==> src/rtl/seq_restoring_divider_if.sv <==
// Request/response bundle for the sequential restoring divider.
// The requester drives start/operands and observes ready, done, results and flags.
interface seq_restoring_divider_if #(
  parameter int SW = 24
);
  logic              start_i;
  logic [2*SW-1:0]   Data_A_i;
  logic [SW-1:0]     Data_B_i;
  logic              ready_o;
  logic              done_o;
  logic [SW-1:0]     Quotient_o;
  logic [SW-1:0]     Remainder_o;
  logic              overflow_o;
  logic              div_by_zero_o;

  modport master (
    output start_i,
    output Data_A_i,
    output Data_B_i,
    input  ready_o,
    input  done_o,
    input  Quotient_o,
    input  Remainder_o,
    input  overflow_o,
    input  div_by_zero_o
  );

  modport slave (
    input  start_i,
    input  Data_A_i,
    input  Data_B_i,
    output ready_o,
    output done_o,
    output Quotient_o,
    output Remainder_o,
    output overflow_o,
    output div_by_zero_o
  );
endinterface

==> src/rtl/seq_restoring_divider.sv <==
// Restoring divider: 2*SW-bit dividend / SW-bit divisor, one quotient bit per clock.
// Latency SW+2 clocks (2 on overflow/div-by-zero); start_i only taken while ready_o is high.
module seq_restoring_divider #(
  parameter int SW = 24
) (
  input  logic                 clk,
  input  logic                 rst,
  seq_restoring_divider_if.slave bus
);

  localparam int CW = $clog2(SW);

  typedef enum logic [1:0] {
    S_IDLE  = 2'd0,
    S_CHECK = 2'd1,
    S_ITER  = 2'd2,
    S_DONE  = 2'd3
  } state_t;

  state_t           state_q, state_n;

  logic [2*SW-1:0]  a_q, a_n;
  logic [SW-1:0]    b_q, b_n;
  logic [SW:0]      p_q, p_n;
  logic [SW-1:0]    l_q, l_n;
  logic [SW-1:0]    q_q, q_n;
  logic [CW-1:0]    cnt_q, cnt_n;

  logic [SW-1:0]    quo_q, quo_n;
  logic [SW-1:0]    rem_q, rem_n;
  logic             ovf_q, ovf_n;
  logic             dbz_q, dbz_n;
  logic             done_q, done_n;
  logic             ready_q, ready_n;

  logic             accept;
  logic [SW:0]      trial;
  logic [SW:0]      diff;
  logic             qbit;

  assign bus.ready_o       = ready_q;
  assign bus.done_o        = done_q;
  assign bus.Quotient_o    = quo_q;
  assign bus.Remainder_o   = rem_q;
  assign bus.overflow_o    = ovf_q;
  assign bus.div_by_zero_o = dbz_q;

  always_ff @(posedge clk) begin
    if (!rst) begin
      state_q <= S_IDLE;
      a_q     <= '0;
      b_q     <= '0;
      p_q     <= '0;
      l_q     <= '0;
      q_q     <= '0;
      cnt_q   <= '0;
      quo_q   <= '0;
      rem_q   <= '0;
      ovf_q   <= 1'b0;
      dbz_q   <= 1'b0;
      done_q  <= 1'b0;
      ready_q <= 1'b1;
    end else begin
      state_q <= state_n;
      a_q     <= a_n;
      b_q     <= b_n;
      p_q     <= p_n;
      l_q     <= l_n;
      q_q     <= q_n;
      cnt_q   <= cnt_n;
      quo_q   <= quo_n;
      rem_q   <= rem_n;
      ovf_q   <= ovf_n;
      dbz_q   <= dbz_n;
      done_q  <= done_n;
      ready_q <= ready_n;
    end
  end

  always_comb begin
    state_n = state_q;
    a_n     = a_q;
    b_n     = b_q;
    p_n     = p_q;
    l_n     = l_q;
    q_n     = q_q;
    cnt_n   = cnt_q;
    quo_n   = quo_q;
    rem_n   = rem_q;
    ovf_n   = ovf_q;
    dbz_n   = dbz_q;

    accept = bus.start_i && ready_q;
    // P < B always holds, so P[SW] is zero and the shifted trial never loses a bit.
    trial  = {p_q[SW-1:0], l_q[SW-1]};
    diff   = trial - {1'b0, b_q};
    qbit   = (trial >= {1'b0, b_q});

    case (state_q)
      S_IDLE, S_DONE: begin
        if (accept) begin
          a_n     = bus.Data_A_i;
          b_n     = bus.Data_B_i;
          state_n = S_CHECK;
        end else if (state_q == S_DONE) begin
          state_n = S_IDLE;
        end
      end

      S_CHECK: begin
        q_n = '0;
        if (b_q == '0) begin
          dbz_n   = 1'b1;
          ovf_n   = 1'b0;
          quo_n   = '1;
          rem_n   = a_q[SW-1:0];
          state_n = S_DONE;
        end else if (a_q[2*SW-1:SW] >= b_q) begin
          dbz_n   = 1'b0;
          ovf_n   = 1'b1;
          quo_n   = '1;
          rem_n   = '0;
          state_n = S_DONE;
        end else begin
          p_n     = {1'b0, a_q[2*SW-1:SW]};
          l_n     = a_q[SW-1:0];
          cnt_n   = CW'(SW - 1);
          state_n = S_ITER;
        end
      end

      S_ITER: begin
        l_n = {l_q[SW-2:0], 1'b0};
        p_n = qbit ? diff : trial;
        q_n = {q_q[SW-2:0], qbit};
        if (cnt_q == '0) begin
          quo_n   = q_n;
          rem_n   = p_n[SW-1:0];
          ovf_n   = 1'b0;
          dbz_n   = 1'b0;
          state_n = S_DONE;
        end else begin
          cnt_n = cnt_q - CW'(1);
        end
      end

      default: state_n = S_IDLE;
    endcase

    done_n  = (state_n == S_DONE);
    ready_n = (state_n == S_IDLE) || (state_n == S_DONE);
  end

endmodule
==> src/flat_wrapper.sv <==
// flat-port wrapper written by rule: the top's interface ports become plain ports
module seq_restoring_divider_flat 
#(
  parameter int SW = 24
)
  (clk, rst, bus_start_i, bus_Data_A_i, bus_Data_B_i, bus_ready_o, bus_done_o, bus_Quotient_o, bus_Remainder_o, bus_overflow_o, bus_div_by_zero_o);
  seq_restoring_divider_if #(.SW(SW)) bus_i ();
  input  logic clk;
  input  logic rst;
  input wire logic [$bits(bus_i.start_i)-1:0] bus_start_i;
  input wire logic [$bits(bus_i.Data_A_i)-1:0] bus_Data_A_i;
  input wire logic [$bits(bus_i.Data_B_i)-1:0] bus_Data_B_i;
  output wire logic [$bits(bus_i.ready_o)-1:0] bus_ready_o;
  output wire logic [$bits(bus_i.done_o)-1:0] bus_done_o;
  output wire logic [$bits(bus_i.Quotient_o)-1:0] bus_Quotient_o;
  output wire logic [$bits(bus_i.Remainder_o)-1:0] bus_Remainder_o;
  output wire logic [$bits(bus_i.overflow_o)-1:0] bus_overflow_o;
  output wire logic [$bits(bus_i.div_by_zero_o)-1:0] bus_div_by_zero_o;
  assign bus_i.start_i = bus_start_i;
  assign bus_i.Data_A_i = bus_Data_A_i;
  assign bus_i.Data_B_i = bus_Data_B_i;
  assign bus_ready_o = bus_i.ready_o;
  assign bus_done_o = bus_i.done_o;
  assign bus_Quotient_o = bus_i.Quotient_o;
  assign bus_Remainder_o = bus_i.Remainder_o;
  assign bus_overflow_o = bus_i.overflow_o;
  assign bus_div_by_zero_o = bus_i.div_by_zero_o;
  seq_restoring_divider #(.SW(SW)) u_core (.clk(clk), .rst(rst), .bus(bus_i));
endmodule
==> config.mk <==
export PLATFORM = sky130hd
export DESIGN_NAME = seq_restoring_divider_flat
export DESIGN_NICKNAME = d
export VERILOG_FILES = /design/src/rtl/seq_restoring_divider_if.sv /design/src/rtl/seq_restoring_divider.sv /design/src/flat_wrapper.sv
export SDC_FILE = /design/constraint.sdc
export NUM_CORES = 1
export LEC_CHECK = 0
export BUFFER_PORTS_ARGS = -buffer_cell sky130_fd_sc_hd__buf_2
export CAP_MARGIN = 10
export CORE_UTILIZATION = 25
export DETAILED_ROUTE_END_ITERATION = 10
export PLACE_DENSITY_LB_ADDON = 0.2
export SLEW_MARGIN = 0
export SYNTH_ARGS = -nofsm -noshare
export SYNTH_HDL_FRONTEND = slang
export SYNTH_SLANG_ARGS = --single-unit
==> constraint.sdc <==
create_clock -name clk -period 3.3 [get_ports clk]
set_input_delay 0.495 -clock clk [delete_from_list [all_inputs] [get_ports clk]]
set_output_delay 0.495 -clock clk [all_outputs]
set_load 0.02 [all_outputs]
Word level (Yosys, flattened, before mapping)
Cells that the tools add are included.
{ "classes": {"addsub": 2, "n_mul": 0, "div_mod_pow": 0, "order_cmp": 2, "eq_ne": 9, "shift": 0, "mux": 33, "n_bitwise": 0, "n_reduce_logical": 12} }
{ "ops": {"columns": ["operator", "n"], "rows": [
  ["2-to-1 mux 24 bit", 11],
  ["one-hot mux 24 bit (2 select lines)", 4],
  ["one-hot mux 23 bit (2 select lines)", 1],
  [">= comparator 25 x 24 -> 1 bit", 1],
  [">= comparator 24 bit", 1],
  ["zero test 24 bit", 1],
  ["subtractor 24 bit", 1],
  ["2-to-1 mux 5 bit", 3],
  ["one-hot mux 5 bit (2 select lines)", 1],
  ["2-to-1 mux 2 bit", 4],
  ["== test 2 bit (second input constant)", 3],
  ["2-to-1 mux 1 bit", 6],
  ["inequality test 2 bit (second input constant)", 3],
  ["one-hot mux 2 bit (3 select lines)", 1],
  ["AND reduction 3 bit", 2],
  ["zero test 5 bit", 1],
  ["subtractor 5 x 1 -> 5 bit (second input constant)", 1],
  ["zero test 2 bit", 2],
  ["one-hot mux 1 bit (2 select lines)", 2],
  ["AND reduction 4 bit", 1],
  ["inequality test 3 x 1 -> 1 bit (second input constant)", 1],
  ["== test 2 x 1 -> 1 bit (second input constant)", 1],
  ["inequality test 2 x 1 -> 1 bit (second input constant)", 1],
  ["AND reduction 2 bit", 1],
  ["other kinds (4)", 4]
]} }
{ "totals": {"regBits": 202, "latchBits": 0, "ramBits": 0, "romBits": 0, "input_bits": 75, "output_inout_bits": 52, "word_cells": 71, "mem_count": 0} }

Logic depth before layout (Yosys ltp)
{ "depth": {"depth_word": 6, "mapped_depth": 14, "depth_no_buf": 12} }

Worst setup path after synthesis
No wires, ideal clock.
{ "synth_timing": {"path_kind": "flip-flop to flip-flop", "start": "register u_core.l_q[23]", "end": "register u_core.p_q[22]", "setup_ns": 0.133, "t_arrival_ns": 2.459, "required_time_ns": 3.167, "path_slack_ns": 0.708, "stages_incl_launch_ff": 13, "n_path_buf": 0, "period_less_slack_ns": 2.592, "cell_sequence": "dfxtp_1 inv_1 ha_1 fa_1 nor2b_1 o31a_1 o31a_1 a21o_1 a31oi_1 o211a_1 o21a_1 o311ai_1 a31oi_1"} }
{ "synth_via": {"elab_chain_cells": 3, "elab_cells_between_ends": 4, "classes_between": "add/sub (1); order compare (1); mux (2)"} }
{ "synth_rtl": {"columns": ["item", "line_no", "source"], "rows": [
  ["from (decl)", "seq_restoring_divider.sv:25", "logic [SW-1:0] l_q, l_n;"],
  ["from (signal assigned)", "seq_restoring_divider.sv:68", "l_q <= l_n;"],
  ["subtractor 24 bit / >= comparator 25 x 24 -> 1 bit (equally long branches)", "seq_restoring_divider.sv:96, seq_restoring_divider.sv:97", null],
  ["2-to-1 mux 24 bit (*)", "seq_restoring_divider.sv:134", "p_n = qbit ? diff : trial;"],
  ["one-hot mux 24 bit (2 select lines) (*)", "seq_restoring_divider.sv:99", "case (state_q)"],
  ["to (signal assigned)", "seq_restoring_divider.sv:67", "p_q <= p_n;"],
  ["to (decl)", "seq_restoring_divider.sv:24", "logic [SW:0] p_q, p_n;"]
]} }
Every way passes the cells marked *; elsewhere a longest branch is shown, timed or not.
A chain may end at the register's enable or synchronous reset.

Final worst setup path
{ "layout_timing": {"start": "register u_core.b_q[22]", "end": "register u_core.rem_q[1] (netlist: u_core.bus.Remainder_o[1])"} }
{ "layout_via": {"elab_chain_cells": 4, "elab_cells_between_ends": 9, "classes_between": "order compare (2); eq/ne (1); mux (4); reduce/logical (2)"} }
{ "layout_rtl": {"columns": ["item", "line_no", "source"], "rows": [
  ["from (decl)", "seq_restoring_divider.sv:23", "logic [SW-1:0] b_q, b_n;"],
  ["from (signal assigned)", "seq_restoring_divider.sv:66", "b_q <= b_n;"],
  [">= comparator 25 x 24 -> 1 bit", "seq_restoring_divider.sv:97", "qbit = (trial >= {1'b0, b_q});"],
  ["2-to-1 mux 24 bit", "seq_restoring_divider.sv:134", null],
  ["2-to-1 mux 24 bit", "seq_restoring_divider.sv:136", "if (cnt_q == '0) begin"],
  ["one-hot mux 24 bit (2 select lines)", "seq_restoring_divider.sv:99", null],
  ["to (signal assigned)", "seq_restoring_divider.sv:72", "rem_q <= rem_n;"],
  ["to (decl)", "seq_restoring_divider.sv:30", "logic [SW-1:0] rem_q, rem_n;"]
]} }
Parallel ways exist; a longest one is shown, timed or not. The select of a mux whose other input is x is not followed.

==> flow_metrics.py <==
metrics = {
    "run_status": {
        "status": "finished clean",
    },
    "global_route": {
        "grt_max_degree": 73,
        "grt_pass1_vias": 8563,
        "track_usage_pct": 15.8,
        "antenna_found_initial": 0,
        "grt_pass1_wl_mm": 50.5,
        "overflow": 0,
    },
    "critical_path": {
        "cp.depth": 12,
        "cp.arrival_ns": 3.51,
        "critPathMaxStageDelay_ns": 0.39,
        "path_buf_inv": 2,
        "endpoint_kind": "flop",
        "path_class": "flop to flop",
        "critPathLaunchType": "flop",
        "cp_cell_sequence": "inv_1, ha_1, a21o_1, a211o_1, a41oi_2, nand2b_1, a21oi_4, buf_4, nor2b_1, a211oi_1, a21oi_1, a21oi_1",
        "critical_path.most_common_cell": "a21oi_1",
        "critPathMaxFanout": 9,
        "crit_family": "compound AO/OA/AOI/OAI gates",
        "reg2regPathDepth": 12,
        "crit_slowest_cell": "a211oi_1",
        "crit_required_ns": 3.75,
    },
    "sta": {
        "min_period_over_period_pct": 92.6,
        "post-route-min-period_ns": 3.06,
        "fmax_ghz": 0.327,
        "max_slew.worst_pin.slew_ns": 0.834,
        "slew_violations": 0,
        "setup_viol": 0,
        "fin_skew_ns": 0.00988,
        "slew_headroom_pct": 44.4,
        "rsz0062_at_grt": "false",
        "timing.final.ws_setup_ns": 0.243,
        "final_hold_viol_count": 0,
        "fin_tns_setup_ns": 0,
    },
    "route": {
        "dr_total_vias": 8785,
        "drtAntennaViolNets": 0,
        "wl_per_cell_um": 17.5,
        "routed_via_density": 4.80,
        "drt_first_pass_iters": 4,
        "drt-initial-drc-count": 428,
        "drcViolationCount": 0,
        "wl_mm": 32.0,
    },
    "floorplanning": {
        "fp.dieH_um": 200,
        "chipWidth_um": 200,
        "num_rows": 72,
        "initial_utilization_pct": 25.3,
        "ios": 127,
        "die_area_mm2": 0.0401,
        "core_mm2": 0.0387,
    },
    "final_layout": {
        "num_antenna_cells": 0,
        "synthToLayoutAreaGrowth_pct": 21.6,
        "nets": 1428,
        "drive_gt1_share_pct": 16.7,
    },
    "synthesis": {
        "syn_inst": 1193,
        "synth_top_family_by_area": "compound AO/OA/AOI/OAI gates",
        "async_reset_ff_share_pct": 0,
        "syn_area_per_cell_um2": 8.23,
        "yosys.area_share.simple_pct": 16.0,
        "synth_seq_cells": 202,
        "synthMuxAreaShare_pct": 3.48,
        "synth-edff-count": 0,
        "syn_nets": 1321,
        "yosysSeqAreaShare_pct": 41.2,
        "netlist_area_mm2": 0.00982,
        "synth_compound_area_share_pct": 26.0,
        "synth_fa_ha_area_share_pct": 6.83,
        "ys_warn_count": 0,
        "ys_types": 65,
        "synth_xor_area_share_pct": 1.52,
        "dominantRegCellSynth": "dfxtp_1",
    },
    "hold_path": {
        "hp-class": "input port to flop",
        "hold_depth": 3,
    },
    "cts": {
        "cts.clk_slew.worst_paths_ns": 0.06,
        "cts_tree": "done",
        "clk_latency_ns": 0.52,
        "clock_sinks": 202,
        "h-tree-depth": 1,
        "cts_inserted_buffers": 25,
        "root_buffer": "clkbuf_16",
        "clock_path_buffers": 3,
        "cts_setup_buffers": 0,
    },
    "placement": {
        "dp_hpwl_mm": 23.4,
        "place_ws_ns": 0.194,
        "place.gp.congestion": 0.861,
        "portBuffers": 126,
    },
    "power": {
        "p_leak_nw": 4.77,
        "max-vdd-ir-drop_uv": 706,
        "power_density_mw_per_mm2": 1170,
    },
    "run": {
        "cap_viol_max_count": 0,
    },
}
-- logic make-up after synthesis --
group / count (synthesis)
AO/OA/AOI/OAI: 411
XOR/XNOR: 17
adder cells (fa/ha/maj): 53
buffers and inverters: 122
flip-flops: 202
multiplexers: 34
AND/OR/NAND/NOR: 354
-- synth_stat cells, types with 16 or more instances --
| library cell | count | share of area, % |
|---|---|---|
| ha_1 | 52 | 6.6 |
| nand2_1 | 189 | 7.2 |
| a211oi_1 | 32 | 2.4 |
| a22o_1 | 23 | 2.1 |
| buf_2 | 16 | 0.82 |
| clkbuf_1 | 60 | 2.3 |
| nor2_1 | 64 | 2.4 |
| inv_1 | 37 | 1.4 |
| mux2i_1 | 33 | 3.4 |
| a21oi_1 | 179 | 9.1 |
| dfxtp_1 | 202 | 41 |
| o21ai_0 | 68 | 3.5 |
| nand2b_1 | 37 | 2.4 |
-- path summary, 6_finish.rpt --
path                                                 from                   endpoint  slack [ns]
worst max-delay path                       u_core.b_q[22]  u_core.bus.Remainder_o[1]        0.24
worst min-delay path                     bus_Data_A_i[20]             u_core.a_q[20]        0.21
worst max register to register             u_core.b_q[22]  u_core.bus.Remainder_o[1]        0.24
worst min register to register  u_core.bus.Quotient_o[14]  u_core.bus.Quotient_o[14]        0.47
-- through the flow --
stage | hold slack [ns] | utilization (%) | cells | cell area (µm²) | total power, mW
floorplan | 0.444 | - | 1193 | 9820 | 8.79
global placement | 0.454 | 28.8 | 1791 | 11200 | 11.4
detailed placement | 0.455 | 28.8 | 1791 | 11200 | 11.4
CTS | 0.189 | 30.8 | 1831 | 11900 | 14.1
global route | 0.199 | 30.8 | 1831 | 11900 | 15.1
finish | 0.214 | 30.8 | 1831 | 11900 | 14.0
-- cell type report --
class	instances	area (µm²)
timing repair buffer	163	996
inverter	39	149
sequential	202	4040
tap	518	648
clock buffer	30	664
fill	4213	26800
clock inverter	10	115
multi-input combinational	869	5320
-- state kept, by name, indices dropped and copies added (netlist names) --
name and cells:
u_core.a_q 48, u_core.b_q 24, u_core.bus.Quotient_o 24, u_core.bus.Remainder_o 24, u_core.bus.div_by_zero_o 1, u_core.bus.done_o 1, u_core.bus.overflow_o 1, u_core.bus.ready_o 1
u_core.cnt_q 5, u_core.l_q 24, u_core.p_q 24, u_core.q_q 23, u_core.state_q 2
-- layer usage --
layer	global-route usage (%)	wire, µm	up-vias
li1	-	-	4436
met2	22.6	12800	187
met3	2.73	1560	32
met5	0	0	-
met4	3.10	425	0
met1	24.3	17200	4130
-- cell usage in the layout, fill, tap and decap left out, types with 15 or more instances in the layout --
master,Yosys,routed
mux2i_1,33,33
a21o_1,15,15
o21ai_0,68,68
clkbuf_16,0,25
nand2b_1,37,37
a211oi_1,32,31
buf_2,16,126
a21oi_1,179,179
a22o_1,23,23
nor2_1,64,63
ha_1,52,51
nand2_1,189,189
dfxtp_1,202,202
buf_4,3,30
inv_1,37,37
-- tightest hold or removal path: stages --
cell and delay, ns:
buf_2 0.09, nand2_1 0.04, a21oi_1 0.05
-- report_power, final --
part           switching, mW  total (mW)  internal (mW)
sequential             0.462        3.49           3.03
clock                   1.07        2.64           1.58
combinational           4.74        7.82           3.08
total                   6.26        14.0           7.69
-- timing repair --
item                                    4_1_cts  5_1_grt
gates resized for setup                       0        1
endpoints found under the setup margin        0        1
hold buffers                                  0        0
Note: power is estimated with default switching activity, not from simulation.
